[src/rtl/display_uart_tx.sv]
// rtl/display_uart_tx.sv - UART 8N1 trace of the display byte as "HH\r\n".
// Every change of the registered display byte is sent as two hex digits plus CR LF.
module display_uart_tx #(
  parameter int CLKS_PER_BIT = 100
) (
  input  logic       clk,
  input  logic       reset_i,
  input  logic [7:0] display_i,
  output logic       tx_o,
  output logic       busy_o,
  output logic       done_o
);

  localparam int CW = (CLKS_PER_BIT > 1) ? $clog2(CLKS_PER_BIT) : 1;
  localparam logic [CW-1:0] C_LAST = CW'(CLKS_PER_BIT - 1);

  typedef enum logic [1:0] {IDLE, START, DATA, STOP} state_t;

  state_t        state_q;
  logic [7:0]    d_q;
  logic [7:0]    last_q;
  logic [7:0]    msg_q;
  logic [1:0]    b_q;
  logic [2:0]    i_q;
  logic [CW-1:0] c_q;
  logic          tx_q;
  logic          busy_q;
  logic          done_q;
  logic [7:0]    byte_d;

  function automatic logic [7:0] hex_ascii(input logic [3:0] n);
    return (n < 4'd10) ? (8'h30 + {4'h0, n}) : (8'h37 + {4'h0, n});
  endfunction

  always_comb begin
    byte_d = 8'h0A;
    case (b_q)
      2'd0:    byte_d = hex_ascii(msg_q[7:4]);
      2'd1:    byte_d = hex_ascii(msg_q[3:0]);
      2'd2:    byte_d = 8'h0D;
      default: byte_d = 8'h0A;
    endcase
  end

  always_ff @(posedge clk) begin
    if (reset_i) begin
      state_q <= IDLE;
      d_q     <= 8'h00;
      last_q  <= 8'h00;
      msg_q   <= 8'h00;
      b_q     <= 2'd0;
      i_q     <= 3'd0;
      c_q     <= '0;
      tx_q    <= 1'b1;
      busy_q  <= 1'b0;
      done_q  <= 1'b0;
    end else begin
      d_q    <= display_i;
      done_q <= 1'b0;
      case (state_q)
        IDLE: begin
          tx_q   <= 1'b1;
          busy_q <= 1'b0;
          if (d_q != last_q) begin
            msg_q   <= d_q;
            last_q  <= d_q;
            b_q     <= 2'd0;
            c_q     <= '0;
            tx_q    <= 1'b0;
            busy_q  <= 1'b1;
            state_q <= START;
          end
        end
        START: begin
          if (c_q == C_LAST) begin
            c_q     <= '0;
            i_q     <= 3'd0;
            tx_q    <= byte_d[0];
            state_q <= DATA;
          end else begin
            c_q <= c_q + 1'b1;
          end
        end
        DATA: begin
          if (c_q == C_LAST) begin
            c_q <= '0;
            if (i_q == 3'd7) begin
              tx_q    <= 1'b1;
              state_q <= STOP;
            end else begin
              i_q  <= i_q + 3'd1;
              tx_q <= byte_d[i_q + 3'd1];
            end
          end else begin
            c_q <= c_q + 1'b1;
          end
        end
        STOP: begin
          if (c_q == C_LAST) begin
            c_q <= '0;
            if (b_q == 2'd3) begin
              tx_q    <= 1'b1;
              busy_q  <= 1'b0;
              done_q  <= 1'b1;
              state_q <= IDLE;
            end else begin
              // Next byte's start bit follows the stop bit with no gap.
              b_q     <= b_q + 2'd1;
              tx_q    <= 1'b0;
              state_q <= START;
            end
          end else begin
            c_q <= c_q + 1'b1;
          end
        end
        default: state_q <= IDLE;
      endcase
    end
  end

  assign tx_o   = tx_q;
  assign busy_o = busy_q;
  assign done_o = done_q;

endmodule

[config.mk]
export PLATFORM = sky130hd
export DESIGN_NAME = display_uart_tx
export DESIGN_NICKNAME = d
export VERILOG_FILES = /design/src/rtl/display_uart_tx.sv
export SDC_FILE = /design/constraint.sdc
export NUM_CORES = 1
export LEC_CHECK = 0
export ABC_AREA = 1
export BUFFER_PORTS_ARGS = -buffer_cell sky130_fd_sc_hd__buf_2
export CORE_ASPECT_RATIO = 0.7
export CORE_MARGIN = 1
export CORE_UTILIZATION = 45
export CTS_CLUSTER_DIAMETER = 60
export DETAILED_ROUTE_END_ITERATION = 8
export GPL_TIMING_DRIVEN = 0
export REMOVE_ABC_BUFFERS = 1
export SYNTH_ARGS = -nofsm -noshare
export SYNTH_HDL_FRONTEND = slang
export SYNTH_SLANG_ARGS = --single-unit
[constraint.sdc]
create_clock -name clk -period 1.8 [get_ports clk]
set_clock_uncertainty 0.2 [all_clocks]
set_input_delay 0.27 -clock clk [delete_from_list [all_inputs] [get_ports clk]]
set_output_delay 0.27 -clock clk [all_outputs]
set_load 0.1 [all_outputs]
==> results of run 1 <==
==> state kept, by name, indices dropped and copies added, names as in the netlist <==
signal,count
busy_o,1
d_q,8
done_o,1
b_q,2
c_q,7
tx_o,1
state_q,2
i_q,3
msg_q,8
==> how the worst max path moves through the flow <==
| stage | start | to | slack (ns) |
|---|---|---|---|
| global placement | c_q[0] | state_q[0] | -0.16 |
| floorplan | msg_q[7] | c_q[6] | 0.13 |
| global route | msg_q[5] | tx_o | -0.06 |
| finish | state_q[0] | i_q[0] | 0.06 |
| CTS | c_q[0] | state_q[0] | 0.005 |
| detailed placement | c_q[0] | state_q[0] | -0.16 |
==> power by group through the flow <==
stage	Combinational, W	Sequential [W]	Clock (W)
6_report	0.00168	0.00107	0.000591
2_1_floorplan	0.00102	0.00116	0
5_1_grt	0.00185	0.00109	0.000638
3_5_place_dp	0.00142	0.00103	0
3_3_place_gp	0.00142	0.00103	0
4_1_cts	0.00148	0.00103	0.000608
==> cell usage in the layout (no fill, tap or decap), types with 3 or more instances in the layout <==
cell type / instances
dfxtp_1: 19
nand2_2: 6
nand3_1: 24
dfxtp_4: 5
a21oi_2: 8
o21ai_0: 10
buf_2: 12
dlygate4sd3_1: 8
inv_2: 9
o21ai_2: 6
ha_4: 5
dfxtp_2: 9
nand2_1: 37
nand3_2: 5
ha_1: 6
a21oi_1: 18
nand4_1: 3
nor2_1: 19
inv_1: 35
ha_2: 3
xnor2_1: 6
buf_4: 12
clkbuf_8: 6
o21ai_1: 8
nor2_4: 3
==> worst max-delay path, stage by stage, from the launching register on <==
cell	delay, ns
dfxtp_2	0.35
inv_1	0.11
ha_2	0.25
inv_1	0.08
nor2_1	0.15
o21bai_1	0.15
nand2_2	0.12
a21oi_1	0.17
a211oi_2	0.05
==> stage by stage <==
stage               setup TNS (ns)  cell area [µm²]  power (W)  hold slack [ns]  setup slack, ns
floorplan                        0             1950    0.00217            0.132            0.131
global placement            -0.867             2080    0.00245            0.261           -0.158
detailed placement          -0.862             2080    0.00246            0.264           -0.160
CTS                              0             2320    0.00312            0.196          0.00475
global route                -0.199             2520    0.00359            0.219          -0.0628
finish                           0             2520    0.00334            0.195           0.0619
==> layer usage <==
layer | share of wire | wire, µm
met5 | 0 | 0
met4 | 0.0070 | 29
met3 | 0.042 | 174
met2 | 0.41 | 1710
met1 | 0.54 | 2260
==> logic make-up (layout without fill, tap and decap cells) <==
family,after synthesis,in the layout,share of synthesized area
adder cells (fa/ha/maj),14,14,0.0873
XOR/XNOR,9,9,0.0430
flip-flops,33,33,0.329
buffers and inverters,52,85,0.112
AO/OA/AOI/OAI,55,55,0.170
multiplexers,1,1,0.00499
AND/OR/NAND/NOR,106,106,0.253
==> repair_timing <==
| item | 4_1_cts | 5_1_grt |
|---|---|---|
| pin swaps | 4 | 11 |
| gates cloned | 0 | 0 |
| buffers inserted | 2 | 10 |
| setup endpoints to repair | 19 | 23 |
| resized for setup | 20 | 40 |
| hold buffers | 8 | 0 |
| hold endpoints to repair | 8 | 0 |
==> final cells by class <==
cell class / count / area, µm² / area share
Multi-Input combinational cell: 185 / 1260 / 0.502
Timing Repair Buffer: 32 / 230 / 0.0914
Inverter: 45 / 171 / 0.0681
Clock inverter: 2 / 13.8 / 0.00546
Tap cell: 52 / 65.1 / 0.0258
Sequential cell: 33 / 691 / 0.274
Clock buffer: 6 / 82.6 / 0.0328
==> impl_metrics.csv, run 1 <==
group,metric,value,unit
global_route,busiest_layer,"met1",
global_route,grtUsageMet2,0.263,
setup_path,crit_fanout,6,
logic_synthesis,synth_cells,270,
cts,htree_levels,2,
cts,cts_tree,"built",
placed_design,dp_hpwl,2.91,mm
timing,fin_crit,1.74,ns
global_route,grt-ovfl-total,0,
power_and_ir_drop,internal_power,0.00184,W
detailed_routing,drt-total-wl,4.17,mm
logic_synthesis,synth_top_area_share,0.329,
global_route,first_global_vias,1524,
placed_design,place.gp.congestion,0.810,
cells_and_area,utilization,0.616,
worst_hold_path,min_to,"d_q[5]",
power_and_ir_drop,p_seq_frac,0.320,
cells_and_area,area_growth,25.5,%
detailed_routing,drt_first_iter_violations,81,
setup_path,cp.arrival,1.69,ns
flow_run,max-cap-violations,0,
global_route,grt_max_degree,19,
cells_and_area,nNetsFinal,326,
floorplanning,rows,19,
global_route,track_usage,0.191,
setup_path,r2r_start,"state_q[0]",
cells_and_area,stdcell_count,355,
global_route,antenna_found_initial,0,
cts,cts_root_buf,"clkbuf_8",
cts,clock_latency,0.28,ns
detailed_routing,drc,0,
worst_hold_path,hold_start,"reset_i",
timing,hold_viol_final,0,
setup_path,crit_path_end_kind,"register",
placed_design,io_buffer_count,12,
floorplanning,pin_count,13,
floorplanning,core_area,0.00409,mm²
logic_synthesis,synth.avg_cell_area,7.43,µm²
cells_and_area,antenna_cells,0,
power_and_ir_drop,netSwitchingFraction,0.449,
timing,maxSlewViolCount,0,
floorplanning,start_util,0.491,
setup_path,worstSetupStartpointType,"register",
timing,worst_pin_slew,0.483,ns
setup_path,r2r_slack,0.06,ns
power_and_ir_drop,cellPowerDensity,1330,mW/mm²
detailed_routing,drt_first_pass_iters,4,
outcome,status,"finished clean",
setup_path,cp.required,1.75,ns
power_and_ir_drop,p_switching,0.00150,W
power_and_ir_drop,pwr-share-comb,0.503,
detailed_routing,via_per_inst,4.89,
logic_synthesis,syn_area,0.00201,mm²
power_and_ir_drop,leakagePower,1.09,nW
detailed_routing,wl_per_cell,11.7,µm
cells_and_area,nFillCells,379,
timing,rsz0062_at_grt,"true",
global_route,grt_pass1_wl,6.84,mm
cells_and_area,drive_above_1_share,0.343,
logic_synthesis,synthFlopType,"dfxtp_1",
detailed_routing,num_vias,1736,
logic_synthesis,ys_seq_elements,33,
timing,fin_crit_sh,0.966,
logic_synthesis,synth_area_leaders,"dfxtp_1 (33%), ha_1 (8.7%), inv_1 (8.0%), nand2_1 (7.3%), nand3_1 (7.0%)",
setup_path,r2r_end,"i_q[0]",
power_and_ir_drop,clkPwrFrac,0.177,
timing,max-slew-margin-rel,0.680,
floorplanning,die_w,81.8,µm
setup_path,rr_worst_depth,8,
floorplanning,die_area,0.00474,mm²
global_route,globalRouteMet3Util,0.0472,
logic_synthesis,synthArstFlopShare,0,
timing,setup_viol,0,
logic_synthesis,synth_edf_count,0,
placed_design,dpl.cell_count,327,
worst_hold_path,hp-class,"input port to register",
setup_path,path_class,"register to register",
logic_synthesis,ys_seq_area_frac,0.329,
cts,clockBufferDepth,2,
global_route,use_met1,0.291,
logic_synthesis,synth_common_cells,"inv_1 (43), nand2_1 (39), dfxtp_1 (33), nand3_1 (28), nor2_1 (22)",
power_and_ir_drop,vdd_drop_max,796,µV
logic_synthesis,synth.distinct_cells,33,
detailed_routing,drtAntennaViolNets,0,
logic_synthesis,synth.most_common_cell,"inv_1",
logic_synthesis,synth_area_leader_cell,"dfxtp_1",
timing,fmax,575,MHz
cts,cts.clk_slew.worst_paths,0.07,ns
cts,cts_sinks,33,
worst_hold_path,hold-path-cell-count,2,
logic_synthesis,yosysWarningCount,0,
cts,cts_made_buffers,5,
floorplanning,die_y,57.9,µm
Note: power is estimated with default switching activity, not from simulation.
==> inputs of run 2 (changes only) <==
--- a/config.mk
+++ b/config.mk
@@ -12,7 +12,6 @@
 export CORE_UTILIZATION = 45
 export CTS_CLUSTER_DIAMETER = 60
 export DETAILED_ROUTE_END_ITERATION = 8
-export GPL_TIMING_DRIVEN = 0
 export REMOVE_ABC_BUFFERS = 1
 export SYNTH_ARGS = -nofsm -noshare
 export SYNTH_HDL_FRONTEND = slang
==> impl_metrics.csv, run 2 (synthesis results as in run 1) <==
group,metric,value,unit
outcome,status,"finished clean",
cts,cts.clk_slew.worst_paths,0.07,ns
global_route,first_global_vias,1611,
cells_and_area,final_cell_mix,"inv_1 (43), nand2_1 (38), nand3_1 (28)",
cells_and_area,antenna_cells,0,
timing,rsz0062_at_grt,"true",
timing,fmax,571,MHz
timing,fin_crit_sh,0.972,
power_and_ir_drop,cellPowerDensity,1340,mW/mm²
placed_design,dpl.cell_count,348,
detailed_routing,dr_wl_met3,214,µm
floorplanning,start_util,0.491,
cells_and_area,nFillCells,394,
worst_hold_path,hold_start,"reset_i",
cells_and_area,drive_above_1_share,0.264,
timing,hold_viol_final,0,
worst_hold_path,min_to,"d_q[0]",
cells_and_area,area_growth,22.2,%
setup_path,cp.required,1.78,ns
cells_and_area,largestRegisters,"d_q x8, msg_q x8, c_q x7",
global_route,antenna_found_initial,0,
cells_and_area,multi_input_area,0.00116,mm²
setup_path,r2r_end,"tx_o",
placed_design,dp_hpwl,3.20,mm
cells_and_area,regArea,668,µm²
detailed_routing,drt_first_pass_iters,4,
power_and_ir_drop,leakagePower,1.10,nW
timing,maxSlewViolCount,0,
power_and_ir_drop,power.total,0.00329,W
floorplanning,die_y,57.9,µm
setup_path,cp.arrival,1.73,ns
worst_hold_path,hold-path-cell-count,2,
detailed_routing,wl_per_cell,11.5,µm
detailed_routing,drtAntennaViolNets,0,
detailed_routing,num_vias,1772,
timing,worst_pin_slew,0.483,ns
setup_path,path_class,"register to register",
setup_path,crit_fanout,3,
setup_path,worstSetupStartpointType,"register",
detailed_routing,drc,0,
cts,cts_tree,"built",
setup_path,r2r_slack,0.05,ns
floorplanning,pin_count,13,
setup_path,rr_worst_depth,12,
setup_path,crit_path_end_kind,"register",
timing,fin_crit,1.75,ns
global_route,grt_pass1_wl,7.24,mm
floorplanning,rows,19,
placed_design,dp_slack,-0.0721,ns
flow_run,max-cap-violations,0,
cells_and_area,mostFrequentLayoutCell,"inv_1",
cts,clockBufferDepth,2,
global_route,grt_max_degree,17,
detailed_routing,top_layer,"met4",
cts,clock_latency,0.28,ns
cells_and_area,nNetsFinal,335,
power_and_ir_drop,vdd_drop_max,699,µV
timing,setup_viol,0,
floorplanning,die_area,0.00474,mm²
placed_design,io_buffer_count,12,
setup_path,r2r_start,"msg_q[0]",
detailed_routing,drt_first_iter_violations,139,
global_route,track_usage,0.204,
floorplanning,die_w,81.8,µm
detailed_routing,met1Wirelength,2.31,mm
detailed_routing,route.met2.wl,1.62,mm
worst_hold_path,hp-class,"input port to register",
floorplanning,core_area,0.00409,mm²
timing,fin_ws,0.0496,ns
global_route,grt-ovfl-total,0,
detailed_routing,drt-total-wl,4.19,mm
placed_design,place.gp.congestion,0.833,
cts,cts_sinks,33,
detailed_routing,via_per_inst,4.88,
cts,cts_root_buf,"clkbuf_8",
cts,cts_made_buffers,5,
cts,htree_levels,2,
timing,max-slew-margin-rel,0.680,
cells_and_area,stdcell_count,363,
cts,post-cts-setup-buffer-count,0,
-- run 2: changes by cell type in the layout (fill, tap and decap cells not counted), sizes merged --
| cell | before | now |
|---|---|---|
| clkinv | 2 | 0 |
| buf | 24 | 33 |
| clkinvlp | 0 | 1 |
-- run 2: worst max path at each step --
stage,start,to,cells after the start
final,msg_q[0],tx_o,12
after CTS,b_q[0],tx_o,12
after floorplan,msg_q[7],c_q[6],7
after global placement,c_q[1],state_q[0],8
after global routing,msg_q[0],tx_o,12
after detailed placement,c_q[1],state_q[0],8
-- run 2: worst max-delay path, cell delays in order (launching register included) --
cell     delay (ns)
dfxtp_1        0.37
inv_1          0.08
ha_1           0.23
nand2_1        0.11
nor2_1         0.04
o21ai_0        0.15
nand2_1        0.07
a21oi_1        0.14
nand2_1        0.07
nand2_1        0.06
nand2_1        0.04
nand2_1        0.05
nand2_1        0.04
-- run 2: repair_timing --
item	4_1_cts	5_1_grt
pin swaps	0	3
setup endpoints to repair	5	15
hold buffers	8	0
resized for setup	3	15
endpoints found under the hold margin	8	0
-- run 2: layer usage --
metal | vias up | track usage
met4 | 0 | 0.0677
met5 | - | 0
met3 | 5 | 0.0520
met1 | 778 | 0.300
met2 | 36 | 0.288
li1 | 953 | -
-- run 2: cell type report --
type / count / area share
inverters: 45 / 0.0689
multi-input cells: 185 / 0.474
clock inverters: 1 / 0.00306
flip-flops and latches: 33 / 0.272
clock buffers: 6 / 0.0337
repair buffers: 41 / 0.121
well taps: 52 / 0.0265
-- run 2: through the flow --
step / instance area, µm² / util / hold WS (ns) / setup TNS [ns]
after floorplan: 1950 / - / 0.132 / 0
after global placement: 2230 / 0.546 / 0.261 / -0.0584
after detailed placement: 2230 / 0.546 / 0.264 / -0.143
after CTS: 2410 / 0.589 / 0.114 / 0
after global routing: 2450 / 0.600 / 0.123 / -0.179
final: 2450 / 0.600 / 0.113 / 0
-- run 2: where the power goes --
group          switching, W  internal (W)  leakage [nW]
clock              0.000276      0.000302        0.0433
combinational       0.00108      0.000660         0.781
sequential         0.000104      0.000873         0.274
total               0.00145       0.00183          1.10
==> inputs of run 3 (changes only) <==
--- a/config.mk
+++ b/config.mk
@@ -7,7 +7,7 @@
 export LEC_CHECK = 0
 export ABC_AREA = 1
 export BUFFER_PORTS_ARGS = -buffer_cell sky130_fd_sc_hd__buf_2
-export CORE_ASPECT_RATIO = 0.7
+export CORE_ASPECT_RATIO = 1.2
 export CORE_MARGIN = 1
 export CORE_UTILIZATION = 45
 export CTS_CLUSTER_DIAMETER = 60
==> impl_metrics.csv, run 3 (synthesis results as in run 1) <==
group,metric,value,unit
outcome,status,"finished clean",
timing,setup_tns,0,ns
detailed_routing,drt_first_iter_violations,52,
global_route,globalRouteMet3Util,0.0455,
placed_design,dpl.cell_count,349,
cells_and_area,drive_above_1_share,0.332,
global_route,use_met1,0.203,
worst_hold_path,hold-path-cell-count,3,
global_route,grtUsageMet2,0.400,
setup_path,r2r_end,"tx_o",
cells_and_area,nNetsFinal,334,
cts,cts_sinks,33,
timing,fin_crit_sh,0.945,
floorplanning,core_area,0.00426,mm²
cts,cts_root_buf,"clkbuf_8",
global_route,track_usage,0.204,
detailed_routing,wl_per_cell,12.0,µm
cts,cts.clk_slew.worst_paths,0.07,ns
timing,maxSlewViolCount,0,
floorplanning,pin_count,13,
setup_path,worstSetupStartpointType,"register",
timing,rsz0062_at_grt,"true",
global_route,busiest_layer,"met2",
floorplanning,die_area,0.00473,mm²
detailed_routing,via_per_inst,4.90,
timing,fin_crit,1.70,ns
cells_and_area,antenna_cells,0,
placed_design,io_buffer_count,12,
cts,htree_levels,2,
setup_path,rr_worst_depth,14,
floorplanning,start_util,0.471,
worst_hold_path,hp-class,"input port to register",
detailed_routing,num_vias,1792,
setup_path,r2r_start,"b_q[0]",
power_and_ir_drop,vdd_drop_max,710,µV
cells_and_area,utilization,0.602,
cells_and_area,final_cell_mix,"nand2_1 (37), inv_1 (35), nand3_1 (27)",
setup_path,endpoint,"tx_o",
timing,setup_viol,0,
detailed_routing,drt-total-wl,4.41,mm
setup_path,crit_path_end_kind,"register",
cts,cts_made_buffers,5,
placed_design,dp_hpwl,3.22,mm
setup_path,path_class,"register to register",
global_route,antenna_found_initial,0,
setup_path,cp.required,1.78,ns
flow_run,max-cap-violations,0,
global_route,first_global_vias,1795,
power_and_ir_drop,cellPowerDensity,1370,mW/mm²
setup_path,r2r_slack,0.1,ns
timing,hold_viol_final,0,
cells_and_area,stdcell_count,366,
floorplanning,die_y,75.2,µm
cts,clock_latency,0.28,ns
setup_path,crit_path_start,"b_q[0]",
power_and_ir_drop,power.total,0.00351,W
global_route,grt_max_degree,18,
placed_design,place.gp.congestion,0.836,
cts,clockBufferDepth,2,
detailed_routing,drtAntennaViolNets,0,
timing,max-slew-margin-rel,0.681,
cells_and_area,area_growth,27.9,%
cells_and_area,largestRegisters,"d_q x8, msg_q x8, c_q x7",
timing,worst_pin_slew,0.482,ns
setup_path,crit_fanout,5,
setup_path,cp.arrival,1.68,ns
cells_and_area,mostFrequentLayoutCell,"nand2_1",
timing,fmax,588,MHz
global_route,grt-ovfl-total,0,
detailed_routing,drc,0,
power_and_ir_drop,leakagePower,1.11,nW
floorplanning,die_w,63.0,µm
cts,cts_tree,"built",
detailed_routing,drt_first_pass_iters,6,
global_route,grt_pass1_wl,7.41,mm
floorplanning,rows,26,
==> run 3: cell types whose count changed in the layout (fill, tap and decap cells not counted), sizes merged <==
cell | before | now
buf | 33 | 32
bufinv | 0 | 1
clkbuf | 6 | 5
clkinv | 0 | 1
clkinvlp | 1 | 0
==> run 3: worst max-delay path: stages, from the launching register on <==
cell and delay (ns):
dfxtp_2 0.33, buf_4 0.13, ha_2 0.21, inv_2 0.07, a21oi_1 0.04, nand2_1 0.06
nand3_1 0.08, a21oi_1 0.13, nand2_1 0.06, nand2_1 0.06, nand2_1 0.05, nand2_1 0.05
nand2_1 0.05, nand2_1 0.05, nand2_1 0.04
==> run 3: where the power goes <==
part,total [W],internal [W],switching [W]
registers,0.000997,0.000878,0.000120
logic,0.00184,0.000721,0.00112
clock network,0.000667,0.000402,0.000265
==> run 3: area by class of cell <==
type,count,area (µm²)
Inverter,45,169
Tap cell,56,70.1
Multi-Input combinational cell,185,1260
Clock inverter,2,35.0
Clock buffer,5,68.8
Fill cell,392,1700
Sequential cell,33,674
Timing Repair Buffer,40,290
==> run 3: worst min-delay path by stage <==
stage	endpoint	slack (ns)	start
6_report	state_q[0]	0.20	reset_i
5_1_grt	state_q[0]	0.24	reset_i
4_1_cts	b_q[1]	0.19	reset_i
3_5_place_dp	i_q[2]	0.26	i_q[2]
3_3_place_gp	i_q[2]	0.26	i_q[2]
2_1_floorplan	b_q[1]	0.13	reset_i
==> run 3: through the flow <==
stage	worst slack, ns	instance area [µm²]	hold WS [ns]
after global routing	-0.0252	2570	0.235
final	0.0995	2570	0.203
after floorplan	0.131	1950	0.132
after CTS	0.00963	2400	0.189
after global placement	0.0157	2220	0.261
after detailed placement	0.00732	2220	0.262
==> run 3: per-layer routing <==
layer / up-vias / routed length, µm
met2: 19 / 2230
met3: 10 / 95
met1: 811 / 1990
met5: - / 0
li1: 952 / -
met4: 0 / 97
==> run 3: what timing repair did <==
item / in CTS / in global routing
gates resized for setup: 1 / 46
setup buffers: 0 / 2
pin swaps: 0 / 12
endpoints found under the setup margin: 1 / 19
hold buffers: 8 / 0
hold endpoints to repair: 8 / 0
